--- config.mk ---
export PLATFORM = sky130hd
export DESIGN_NAME = event_sequencer
export DESIGN_NICKNAME = d
export VERILOG_FILES = /design/src/rtl/citometer_pkg.sv /design/src/rtl/event_capture.sv /design/src/rtl/event_sequencer.sv
export SDC_FILE = /design/constraint.sdc
export NUM_CORES = 1
export LEC_CHECK = 0
export ABC_AREA = 0
export BUFFER_PORTS_ARGS = -buffer_cell sky130_fd_sc_hd__buf_4
export CAP_MARGIN = 20
export CORE_ASPECT_RATIO = 1.1
export CORE_MARGIN = 2
export CORE_UTILIZATION = 57
export CTS_BUF_LIST = sky130_fd_sc_hd__clkbuf_8
export DETAILED_ROUTE_END_ITERATION = 16
export PLACE_DENSITY = 0.84
export SLEW_MARGIN = 20
export SYNTH_ARGS = -nofsm -noshare
export SYNTH_HDL_FRONTEND = slang
export SYNTH_HIERARCHICAL = 1
export SYNTH_SLANG_ARGS = --single-unit
--- constraint.sdc ---
create_clock -name CLOCK -period 3.4 [get_ports CLOCK]
set_clock_uncertainty 0.1 [all_clocks]
set_input_delay 0 -clock CLOCK [delete_from_list [all_inputs] [get_ports CLOCK]]
set_output_delay 0 -clock CLOCK [all_outputs]
set_load 0.02 [all_outputs]
--- src/rtl/citometer_pkg.sv ---
// Shared sequencer types, record/counter widths and default parameters for the citometer pulse path.
package citometer_pkg;

  typedef enum logic [2:0] {
    IDLE,
    CLEAR,
    FLUSH,
    ARMED,
    EVENT,
    REPORT,
    HOLDOFF
  } state_t;

  localparam int EVT_WIDTH_W = 12;
  localparam int EVT_COUNT_W = 32;
  localparam int REJ_COUNT_W = 16;
  localparam int TIME_W      = 32;
  localparam int CNT_W       = 16;

  localparam int DWIDTH_DEF      = 14;
  localparam int SWIDTH_DEF      = 2 * DWIDTH_DEF;
  localparam int MAX_SAMPLES_DEF = 512;
  localparam int MIN_WIDTH_DEF   = 4;
  localparam int MAX_WIDTH_DEF   = 4095;
  localparam int DEAD_TIME_DEF   = 64;

endpackage

--- src/rtl/event_capture.sv ---
// Peak/width capture of one pulse: load starts a record, upd extends it.
// Latency: record registers update on the clock after load/upd; full is combinational.
// Backpressure: none here; the record simply holds while neither load nor upd is asserted.
module event_capture
  import citometer_pkg::*;
#(
  parameter int SWIDTH    = SWIDTH_DEF,
  parameter int MAX_WIDTH = MAX_WIDTH_DEF
) (
  input  logic                   CLOCK,
  input  logic                   RESET_N,
  input  logic                   load,
  input  logic                   upd,
  input  logic [SWIDTH-1:0]      cusum,
  output logic [SWIDTH-1:0]      peak,
  output logic [EVT_WIDTH_W-1:0] width,
  output logic                   sat,
  output logic                   full
);

  // This update brings width to MAX_WIDTH, so the pulse is closed as saturated.
  assign full = upd && (width == EVT_WIDTH_W'(MAX_WIDTH - 1));

  always_ff @(posedge CLOCK or negedge RESET_N) begin
    if (!RESET_N) begin
      peak  <= '0;
      width <= '0;
      sat   <= 1'b0;
    end else if (load) begin
      peak  <= cusum;
      width <= EVT_WIDTH_W'(1);
      sat   <= 1'b0;
    end else if (upd) begin
      width <= width + 1'b1;
      if (cusum > peak) peak <= cusum;
      if (full) sat <= 1'b1;
    end
  end

endmodule

--- src/rtl/event_sequencer.sv ---
// Pulse sequencer around a cumulative adder; optional EVT_TIME stamp under EVENT_TIMESTAMP_EN.
// Latency: ADDER_ENABLE follows SAMPLE_VALID combinationally; adder outputs are judged one cycle later.
// Backpressure: a finished record waits in REPORT with EVT_VALID high until EVT_READY; nothing is dropped.
module event_sequencer
  import citometer_pkg::*;
#(
  parameter int DWIDTH      = DWIDTH_DEF,
  parameter int SWIDTH      = 2 * DWIDTH,
  parameter int MAX_SAMPLES = MAX_SAMPLES_DEF,
  parameter int MIN_WIDTH   = MIN_WIDTH_DEF,
  parameter int MAX_WIDTH   = MAX_WIDTH_DEF,
  parameter int DEAD_TIME   = DEAD_TIME_DEF
) (
  input  logic                   CLOCK,
  input  logic                   RESET_N,
  input  logic                   START,
  input  logic                   STOP,
  input  logic                   SAMPLE_VALID,
  input  logic                   ADDER_TRIGGER,
  input  logic [SWIDTH-1:0]      ADDER_CUSUM,
  output logic                   ADDER_ENABLE,
  output logic                   ADDER_CLEAR,
  output logic                   EVT_VALID,
  input  logic                   EVT_READY,
  output logic [SWIDTH-1:0]      EVT_PEAK,
  output logic [EVT_WIDTH_W-1:0] EVT_WIDTH,
  output logic                   EVT_SAT,
  output logic [EVT_COUNT_W-1:0] EVT_COUNT,
  output logic [REJ_COUNT_W-1:0] REJ_COUNT,
  output logic                   BUSY
`ifdef EVENT_TIMESTAMP_EN
  ,
  output logic [TIME_W-1:0]      EVT_TIME
`endif
);

  state_t           state;
  logic             q_vld;
  logic [CNT_W-1:0] cnt;
  logic             stop_pend;
  logic             cap_load;
  logic             cap_upd;
  logic             cap_full;

  assign ADDER_ENABLE = SAMPLE_VALID && (state != IDLE) && (state != CLEAR);
  assign BUSY         = (state != IDLE);

  // The adder answers one cycle after it was enabled, so q_vld marks when its outputs are meaningful.
  assign cap_load = (state == ARMED) && q_vld && ADDER_TRIGGER && !STOP;
  assign cap_upd  = (state == EVENT) && q_vld && ADDER_TRIGGER && !STOP;

  event_capture #(
    .SWIDTH    (SWIDTH),
    .MAX_WIDTH (MAX_WIDTH)
  ) u_capture (
    .CLOCK   (CLOCK),
    .RESET_N (RESET_N),
    .load    (cap_load),
    .upd     (cap_upd),
    .cusum   (ADDER_CUSUM),
    .peak    (EVT_PEAK),
    .width   (EVT_WIDTH),
    .sat     (EVT_SAT),
    .full    (cap_full)
  );

  always_ff @(posedge CLOCK or negedge RESET_N) begin
    if (!RESET_N) begin
      state       <= IDLE;
      q_vld       <= 1'b0;
      cnt         <= '0;
      stop_pend   <= 1'b0;
      ADDER_CLEAR <= 1'b0;
      EVT_VALID   <= 1'b0;
      EVT_COUNT   <= '0;
      REJ_COUNT   <= '0;
    end else begin
      q_vld       <= ADDER_ENABLE;
      ADDER_CLEAR <= 1'b0;
      if (STOP && state != REPORT) begin
        state <= IDLE;
        cnt   <= '0;
      end else begin
        case (state)
          IDLE: if (START) begin
            state       <= CLEAR;
            ADDER_CLEAR <= 1'b1;
          end
          CLEAR: begin
            state <= FLUSH;
            cnt   <= '0;
          end
          FLUSH: if (q_vld) begin
            if (cnt == CNT_W'(MAX_SAMPLES - 1)) begin
              state <= ARMED;
              cnt   <= '0;
            end else begin
              cnt <= cnt + 1'b1;
            end
          end
          ARMED: if (cap_load) state <= EVENT;
          EVENT: begin
            if (cap_full) begin
              state     <= REPORT;
              EVT_VALID <= 1'b1;
            end else if (q_vld && !ADDER_TRIGGER) begin
              if (EVT_WIDTH >= EVT_WIDTH_W'(MIN_WIDTH)) begin
                state     <= REPORT;
                EVT_VALID <= 1'b1;
              end else begin
                state <= HOLDOFF;
                cnt   <= '0;
                if (REJ_COUNT != {REJ_COUNT_W{1'b1}}) REJ_COUNT <= REJ_COUNT + 1'b1;
              end
            end
          end
          REPORT: begin
            // A STOP here waits for the record to be taken so it is never lost.
            if (STOP) stop_pend <= 1'b1;
            if (EVT_VALID && EVT_READY) begin
              EVT_VALID <= 1'b0;
              EVT_COUNT <= EVT_COUNT + 1'b1;
              stop_pend <= 1'b0;
              cnt       <= '0;
              state     <= (stop_pend || STOP) ? IDLE : HOLDOFF;
            end
          end
          HOLDOFF: if (q_vld) begin
            if (cnt != CNT_W'(DEAD_TIME - 1)) begin
              cnt <= cnt + 1'b1;
            end else if (!ADDER_TRIGGER) begin
              state <= ARMED;
              cnt   <= '0;
            end
          end
          default: state <= IDLE;
        endcase
      end
    end
  end

`ifdef EVENT_TIMESTAMP_EN
  logic [TIME_W-1:0] qual_time;

  always_ff @(posedge CLOCK or negedge RESET_N) begin
    if (!RESET_N) begin
      qual_time <= '0;
      EVT_TIME  <= '0;
    end else begin
      if (q_vld) qual_time <= qual_time + 1'b1;
      if (cap_load) EVT_TIME <= qual_time;
    end
  end
`endif

endmodule

==> flow_summary_export.csv <==
group,metric,value,unit
status,status,"completed",
place,dp_hpwl,10700,um
finish,num-nets-final,829,
synthesis,yosysWarningCount,6,
synthesis,syn_area,6260,sq um
sta,rsz0062_at_grt,"false",
synthesis,netlist_instances,592,
die,chipHeight,114,um
synthesis,synth_top_area_frac,0.447,
die,initial_utilization,0.579,
setup_path,worstPathMaxFanout,9,
synthesis,synth_area_leaders,"dfrtp_1 45%, ha_1 6.6%, xnor2_1 5.5%",
die,dieArea,11800,sq um
finish,num_antenna_cells,0,
clock_network,ctsLongestPathBuffers,2,
power,cellLeakagePower,3.87,nW
grt,track_usage,0.270,
finish,final_common_cell,"buf_4",
setup_path,reg2reg_from,"state[0]",
flow_run,cap_violations,0,
finish,fin_area,7900,sq um
clock_network,htreeDepth,3,
sta,relSlewSlack,0.424,
min_path,hp-class,"in -> reg",
detailed_routing,detail_route.drc_violations,0,
synthesis,synth-seq-area-share,0.447,
sta,fmaxAchievable,0.333,GHz
grt,grt_pass1_wl,26000,um
die,io-pin-count,128,
detailed_routing,via_count,5222,
synthesis,synth_ff_type,"dfrtp_1",
synthesis,yosysUniqueCellTypes,67,
synthesis,yosys.area.top_type,"dfrtp_1",
clock_network,cts-root-buf,"clkbuf_8",
grt,grt_max_degree,65,
clock_network,clkLatencyLatePin,380,ps
setup_path,worstPathArrival,3180,ps
synthesis,syn_nets,660,
clock_network,post_cts_resized,0,
die,fp.dieW,104,um
clock_network,cts_tree,"yes",
grt,grt_antenna_before_repair,0,
min_path,whs_path_depth,5,
detailed_routing,ant_nets,0,
sta,post-route-min-period,3010,ps
min_path,min_to,"state[2]",
synthesis,ys_seq_elements,112,
synthesis,avgSynthCellArea,10.6,sq um
grt,gr-total-overflow,0,
setup_path,r2r_end,"cnt[15]",
detailed_routing,drt_wl_total,15700,um
place,numPortBuffers,127,
clock_network,path_clk_slew,100,ps
detailed_routing,drt_pass1_iterations,5,
place,place.gp.congestion,0.867,
detailed_routing,wire_per_inst,17.1,um
place,post-place-ws,463,ps
clock_network,clock-sinks,112,
setup_path,rrSetupSlack,390,ps
setup_path,critPathRequiredTime,3570,ps
setup_path,reg2reg_depth,11,
die,coreArea,10800,sq um
power,p_per_area,338,nW/um^2
synthesis,async_flop_share,1.00,
sta,worst_pin_slew,863,ps
die,rows,40,
finish,utilization,0.730,
finish,final_cell_mix,"140 x buf_4, 112 x dfrtp_1, 44 x nand2_1",
place,post_dp_cell_area,7380,sq um
sta,hold_violations,0,
setup_path,path_class,"reg -> reg",
detailed_routing,drtIter0Drc,350,
setup_path,endpoint_kind,"flip-flop",
sta,layout_worst_path_cycle_share,0.884,
power,peakVddDrop,0.278,mV
setup_path,crit_path_start_kind,"flip-flop",
clock_network,post-cts-setup-buffers,0,
sta,setup_viol,0,
sta,final.setup.tns,0,ps
grt,grt_pass1_vias,5306,
min_path,hp-start,"ADDER_TRIGGER",
finish,syn_to_final_growth,26.0,%
detailed_routing,viasPerCell,5.72,
synthesis,synth_edf_count,0,
sta,setup_ws,395,ps
clock_network,cts_buffers,9,
finish,layout-drive-gt1-share,0.268,
sta,slew_viol_final,0,
finish,nFillCells,753,
## per-stage QoR
stage,hold slack [ps],power (W),instances
final,39.2,0.00267,913
after global routing,62.3,0.00278,913
after CTS,18.1,0.00266,913
after detailed placement,57.0,0.00184,864
after global placement,55.9,0.00182,864
after floorplan,-396,0.00168,592
## synthesized netlist by cell type (4+ instances only)
| cell | n |
|---|---|
| a221o_1 | 7 |
| ha_1 | 33 |
| nor3_1 | 15 |
| and2_1 | 6 |
| o21a_1 | 4 |
| mux2_4 | 20 |
| a21o_1 | 4 |
| nor4_1 | 7 |
| o21ai_0 | 11 |
| a22o_1 | 6 |
| xnor2_1 | 39 |
| inv_1 | 41 |
| a211oi_1 | 4 |
| and4_1 | 9 |
| and3_1 | 17 |
| xor2_1 | 15 |
| clkbuf_1 | 7 |
| nor2b_1 | 6 |
| o211ai_1 | 8 |
| a21oi_1 | 17 |
| nand3_1 | 23 |
| dfrtp_1 | 112 |
| nor2_1 | 38 |
| mux2_2 | 11 |
| nand4_1 | 29 |
| nand2_1 | 44 |
| or3_1 | 4 |
## power breakdown
part | total (W) | internal (W) | switching, W | leakage, nW
Combinational | 0.000477 | 0.000212 | 0.000265 | 2.21
Clock | 0.000805 | 0.000337 | 0.000469 | 0.106
Sequential | 0.00139 | 0.00136 | 0.0000255 | 1.55
## repair_timing
action,in CTS,in global routing
endpoints found under the hold margin,97,0
hold buffers,33,0
endpoints found under the setup margin,0,0
## critical path, cell delays in order, from the launching register on
cell,delay (ps)
dfrtp_1,370
nand2b_1,180
or3_2,220
nor2_1,80
nand3_1,80
nor3_1,40
buf_4,140
nor4_1,380
and4_2,340
o21a_1,320
nand2_1,250
a221o_1,400
## cells by family (layout without fill, tap and decap cells)
group                    after synthesis  count (layout)  share of synthesized area
AO/OA/AOI/OAI                         80              80                     0.0999
XOR/XNOR                              54              54                     0.0755
adder cells (fa/ha/maj)               33              33                     0.0659
buffers and inverters                 56             230                     0.0441
flip-flops                           112             112                      0.447
multiplexers                          31              31                     0.0677
AND/OR/NAND/NOR                      226             226                      0.199
## layout make-up
class	count	area, sq um	area share
Multi-Input combinational cell	424	3180	0.403
Inverter	41	154	0.0195
Sequential cell	112	2800	0.355
Timing Repair Buffer	173	1380	0.175
Clock inverter	7	65.1	0.00824
Tap cell	147	184	0.0233
Clock buffer	9	124	0.0157
## layer usage
| layer | track usage | wire length (um) |
|---|---|---|
| met5 | 0 | 0 |
| met4 | 0.105 | 337 |
| met3 | 0.0577 | 1020 |
| met2 | 0.478 | 8010 |
| met1 | 0.324 | 6280 |
## sequential cells by signal (all words and copies together) (netlist names)
register         cells
ADDER_CLEAR          1
u_capture/width     12
q_vld                1
REJ_COUNT           16
cnt                 16
u_capture/sat        1
state                3
EVT_COUNT           32
u_capture/peak      28
EVT_VALID            1
stop_pend            1
## worst max-delay path by stage
stage | from | to | slack (ps) | cells past startpoint
after floorplan | state[0] | cnt[9] | 310 | 12
after global placement | state[2] | cnt[6] | 570 | 11
after detailed placement | state[0] | cnt[6] | 460 | 11
after CTS | state[2] | cnt[9] | 430 | 11
after global routing | state[2] | cnt[5] | 30 | 11
final | state[0] | cnt[15] | 390 | 11
(Power assumes the default switching activity.)
